File: src/rtl/vga_scan_ctrl.sv
// VGA raster timing generator: drives pixel coordinates to the renderers and
// registers their returned colour together with HSYNC/VSYNC one pixel later.
module vga_scan_ctrl #(
  parameter int unsigned CLK_DIV   = 4,
  parameter int unsigned H_VISIBLE = 640,
  parameter int unsigned H_FP      = 16,
  parameter int unsigned H_SYNC    = 96,
  parameter int unsigned H_BP      = 48,
  parameter int unsigned V_VISIBLE = 480,
  parameter int unsigned V_FP      = 10,
  parameter int unsigned V_SYNC    = 2,
  parameter int unsigned V_BP      = 33,
  parameter bit          SYNC_POL  = 1'b0
) (
  input  logic        clk,
  input  logic        rst_n,
  output logic [9:0]  x,
  output logic [8:0]  y,
  output logic        req_valid,
  input  logic [11:0] color,
  output logic [3:0]  vga_r,
  output logic [3:0]  vga_g,
  output logic [3:0]  vga_b,
  output logic        vga_hs,
  output logic        vga_vs,
  output logic        frame_start
);

  localparam int unsigned H_TOTAL = H_VISIBLE + H_FP + H_SYNC + H_BP;
  localparam int unsigned V_TOTAL = V_VISIBLE + V_FP + V_SYNC + V_BP;
  localparam int unsigned DIV_W   = (CLK_DIV > 1) ? $clog2(CLK_DIV) : 1;

  localparam logic [DIV_W-1:0] DIV_LAST = DIV_W'(CLK_DIV - 1);
  localparam logic [9:0] H_LAST   = 10'(H_TOTAL - 1);
  localparam logic [9:0] V_LAST   = 10'(V_TOTAL - 1);
  localparam logic [9:0] H_VIS    = 10'(H_VISIBLE);
  localparam logic [9:0] V_VIS    = 10'(V_VISIBLE);
  localparam logic [9:0] HS_FIRST = 10'(H_VISIBLE + H_FP);
  localparam logic [9:0] HS_LAST  = 10'(H_VISIBLE + H_FP + H_SYNC - 1);
  localparam logic [9:0] VS_FIRST = 10'(V_VISIBLE + V_FP);
  localparam logic [9:0] VS_LAST  = 10'(V_VISIBLE + V_FP + V_SYNC - 1);

  logic [DIV_W-1:0] div_cnt;
  logic [9:0]       h_cnt;
  logic [9:0]       v_cnt;
  logic             pix_en;
  logic             visible;
  logic             h_sync_on;
  logic             v_sync_on;
  logic             frame_end;

  always_comb begin
    pix_en    = (div_cnt == DIV_LAST);
    visible   = (h_cnt < H_VIS) && (v_cnt < V_VIS);
    h_sync_on = (h_cnt >= HS_FIRST) && (h_cnt <= HS_LAST);
    v_sync_on = (v_cnt >= VS_FIRST) && (v_cnt <= VS_LAST);
    frame_end = (h_cnt == H_LAST) && (v_cnt == V_LAST);
  end

  // Renderers only ever see in-range coordinates; blanking forces them to 0.
  always_comb begin
    x         = visible ? h_cnt : '0;
    y         = visible ? v_cnt[8:0] : '0;
    req_valid = visible;
  end

  always_ff @(posedge clk or negedge rst_n) begin
    if (!rst_n) begin
      div_cnt <= '0;
    end else if (pix_en) begin
      div_cnt <= '0;
    end else begin
      div_cnt <= div_cnt + 1'b1;
    end
  end

  always_ff @(posedge clk or negedge rst_n) begin
    if (!rst_n) begin
      h_cnt <= '0;
      v_cnt <= '0;
    end else if (pix_en) begin
      if (h_cnt == H_LAST) begin
        h_cnt <= '0;
        v_cnt <= (v_cnt == V_LAST) ? '0 : v_cnt + 1'b1;
      end else begin
        h_cnt <= h_cnt + 1'b1;
      end
    end
  end

  // RGB and both syncs are taken from the same counter state, keeping them aligned.
  always_ff @(posedge clk or negedge rst_n) begin
    if (!rst_n) begin
      vga_r       <= '0;
      vga_g       <= '0;
      vga_b       <= '0;
      vga_hs      <= ~SYNC_POL;
      vga_vs      <= ~SYNC_POL;
      frame_start <= 1'b0;
    end else begin
      frame_start <= pix_en && frame_end;
      if (pix_en) begin
        {vga_r, vga_g, vga_b} <= visible ? color : '0;
        vga_hs <= h_sync_on ? SYNC_POL : ~SYNC_POL;
        vga_vs <= v_sync_on ? SYNC_POL : ~SYNC_POL;
      end
    end
  end

endmodule

File: config.mk
export PLATFORM = sky130hd
export DESIGN_NAME = vga_scan_ctrl
export DESIGN_NICKNAME = d
export VERILOG_FILES = /design/src/rtl/vga_scan_ctrl.sv
export SDC_FILE = /design/constraint.sdc
export NUM_CORES = 1
export LEC_CHECK = 0
export BUFFER_PORTS_ARGS = -buffer_cell sky130_fd_sc_hd__buf_2
export CORE_MARGIN = 5
export CORE_UTILIZATION = 50
export DETAILED_ROUTE_END_ITERATION = 8
export GPL_TIMING_DRIVEN = 0
export PLACE_DENSITY_LB_ADDON = 0.15
export SLEW_MARGIN = 20
export SYNTH_ARGS = -nofsm -noshare
export SYNTH_HDL_FRONTEND = slang
export SYNTH_SLANG_ARGS = --single-unit
File: constraint.sdc
create_clock -name clk -period 3.6 [get_ports clk]
set_clock_uncertainty 0.15 [all_clocks]
set_input_delay 0.72 -clock clk [delete_from_list [all_inputs] [get_ports clk]]
set_output_delay 0.72 -clock clk [all_outputs]
set_load 0.03 [all_outputs]
==> summary.md <==
| Metric | Value |
|---|---|
| Mapped Nets | 216 |
| CTS Buf Count | 5 |
| Pre-CTS setup slack | 857 ps |
| Ranking of synthesized cells by area | dfrtp_1 (46%), and2_1 (4.9%), nand3_1 (4.7%) |
| Slew HR | 46.7% |
| Layout cells sized above 1 | 28.1% |
| Initial antenna violation count | 0 |
| Cell variety after synth | 40 |
| Worst flop-to-flop path startpoint | v_cnt[5]$_DFFE_PN0P_ |
| Drt wl/cell | 14.1 um |
| Die area | 5190 um^2 |
| Root Buffer | clkbuf_8 |
| WHS | 293 ps |
| Port Buffers | 48 |
| Worst setup path startpoint | v_cnt[5]$_DFFE_PN0P_ |
| Final Total Pwr | 833 uW |
| Largest area contributor in the netlist | dfrtp_1 |
| Max H-tree Level | 2 |
| Vias in the first global route | 1470 |
| DP HPWL | 3060 um |
| Post-CTS Resized | 0 |
| GR Overflow Total | 0 |
| Minimum clock period | 3060 ps |
| Leak | 0.00115 uW |
| Setup violators final | 0 |
| MaxCap Viol Count | 0 |
| Crit-path max FO | 10 |
| Clk buf depth | 2 |
| Total clock sinks | 37 |
| Largest net degree at the start of global routing | 38 |
| Worst-Skew Late Latency | 290 ps |
| Critical path class | reg -> out |
| Core box area | 3690 um^2 |
| Gr usage total | 17.2% |
| Cell area after synthesis | 1920 um^2 |
| Post-Syn Area per Cell | 9.76 um^2 |
| Sequential cell area fraction in the yosys report | 48.3% |
| Clock slew at reported path FFs | 70 ps |
| Initial DRC Count | 74 |
| Final ANT Viol Nets | 0 |
| Arr. time, crit path | 2190 ps |
| Crit path top cell by count | buf_2 |
| Async SR Flop Fraction | 100% |
| Pwr Density | 356 nW/um^2 |
| # hold bufs at CTS | 0 |
| Worst-path cell chain | and4_1 -> buf_2 -> nor3_4 -> buf_2 -> and2_1 -> buf_2 |
| Via density | 5.25 |
| Area Overhead vs Synth | 21.7% |
| CTS tree | yes |
| Layout Nets | 271 |
| Final period utilization | 85.0% |
| Ys flop type | dfrtp_1 |
| Max Clk Rate | 327 MHz |
| Slowest-stage cell, CP | dfrtp_1 |
| Worst-Margin Slew | 799 ps |
| TritonRoute pass-1 iters | 4 |
| CP Depth | 6 |
| FF-to-FF End | vga_g[2]$_DFFE_PN0P_ |
| Most numerous cell in the Yosys netlist | dfrtp_1 |
| Max-slew violations | 0 |
| Worst path top cell family by delay | simple AND/OR/NAND/NOR gates |
| Commonest cells post-synth | dfrtp_1 (35), nand3_1 (18), inv_1 (16) |
| Yosys warns | 0 |
| Outcome | completed |
| Reg2Reg Setup Slack | 1640 ps |
| CP Launch Type | flip-flop |
| Synthesized instance count | 197 |
| Final wirelength | 4250 um |
| Worst hold path type | reg -> reg |
| #FFs+latches synth | 37 |
| Filler cell count | 311 |
| PnR worst setup slack | 540 ps |
| I/O pin count | 49 |
| First-pass GRT wire length | 7000 um |
| Post-synth EDFFs | 0 |
| Die Width | 72.0 um |
| CP endpoint kind | output pin |
| Std-Cell Rows | 22 |
| FF-to-FF path depth | 6 |
| Peak supply drop | 314 uV |
| CP endpoint | x[8] |
| Initial Utilization | 52.1% |
| CP required | 2730 ps |
| Die height | 72.0 um |
| Share of the synthesized area in the top cell type | 45.5% |
| Slowest stage delay, CP | 450 ps |
| Vias | 1580 |
| Final Wtd Congestion | 0.769 |
| Ant. Diodes | 0 |
| Number of remaining DRC errors | 0 |
| Final hold vios | 0 |
| Final TNS setup | 0 ps |
| Total setup buffers inserted after CTS | 0 |
| RSZ-0062 raised after global routing | false |
| Bufs and invs on worst path | 3 |
-- cell type report --
type                            count  area [um^2]  area share, %
Sequential cell                    37          928           39.7
Buffer                             10         55.1           2.35
Timing Repair Buffer               48          240           10.3
Clock buffer                        7         86.3           3.69
Inverter                           16         60.1           2.57
Clock inverter                      1         30.0           1.28
Tap cell                           48         60.1           2.57
Multi-Input combinational cell    134          880           37.6
-- layer usage --
layer / part of all wire, % / vias to the layer above / global-route usage, %
met5: 0 / - / 0
met4: 0.68 / 0 / 4.80
met3: 8.0 / 4 / 6.09
met2: 44 / 49 / 26.0
met1: 47 / 734 / 23.4
li1: - / 793 / -
-- how the worst min path moves through the flow --
stage	from	to	slack, ps	cells after the start
after detailed placement	div_cnt[0]$_DFF_PN0_	div_cnt[0]$_DFF_PN0_	280	1
after CTS	div_cnt[0]$_DFF_PN0_	div_cnt[0]$_DFF_PN0_	300	1
after global routing	div_cnt[0]$_DFF_PN0_	div_cnt[0]$_DFF_PN0_	300	1
after global placement	div_cnt[0]$_DFF_PN0_	div_cnt[0]$_DFF_PN0_	270	1
final	div_cnt[0]$_DFF_PN0_	div_cnt[0]$_DFF_PN0_	290	1
after floorplan	div_cnt[0]$_DFF_PN0_	div_cnt[0]$_DFF_PN0_	250	1
-- state kept, by name, indices dropped and copies added (netlist names) --
signal	cells
h_cnt	10
frame_start	1
vga_r	4
div_cnt	2
vga_vs	1
vga_hs	1
vga_b	4
v_cnt	10
vga_g	4
-- kinds of logic after synthesis --
family / Yosys count / share of synthesized area, %
AND/OR/NAND/NOR: 90 / 29.1
flip-flops: 37 / 48.3
buffers and inverters: 26 / 5.99
AO/OA/AOI/OAI: 25 / 6.96
XOR/XNOR: 13 / 5.92
adder cells (fa/ha/maj): 5 / 3.25
multiplexers: 1 / 0.521
-- power breakdown --
part / switching (uW) / leakage [uW] / internal (uW)
Clock: 140 / 0.0000585 / 226
Sequential: 2.94 / 0.000468 / 423
Combinational: 29.7 / 0.000620 / 12.5
-- per-stage QoR --
step	std cells	util, %	instance area, um^2
floorplan	197	-	1920
global placement	293	60.3	2220
detailed placement	293	60.3	2220
CTS	301	63.4	2340
global route	301	63.4	2340
finish	301	63.4	2340
-- cells in the final DEF, fill, tap and decap left out, types with 6 or more instances in the layout --
cell and count:
and2_1 15, nor4_1 9, nand2_1 7, clkbuf_8 6, nor2_1 11, dfrtp_1 35, buf_2 53, nand4_1 6
xnor2_1 8, inv_1 16, nand3_1 18, o21ai_1 14
Note: power is estimated with default switching activity, not from simulation.
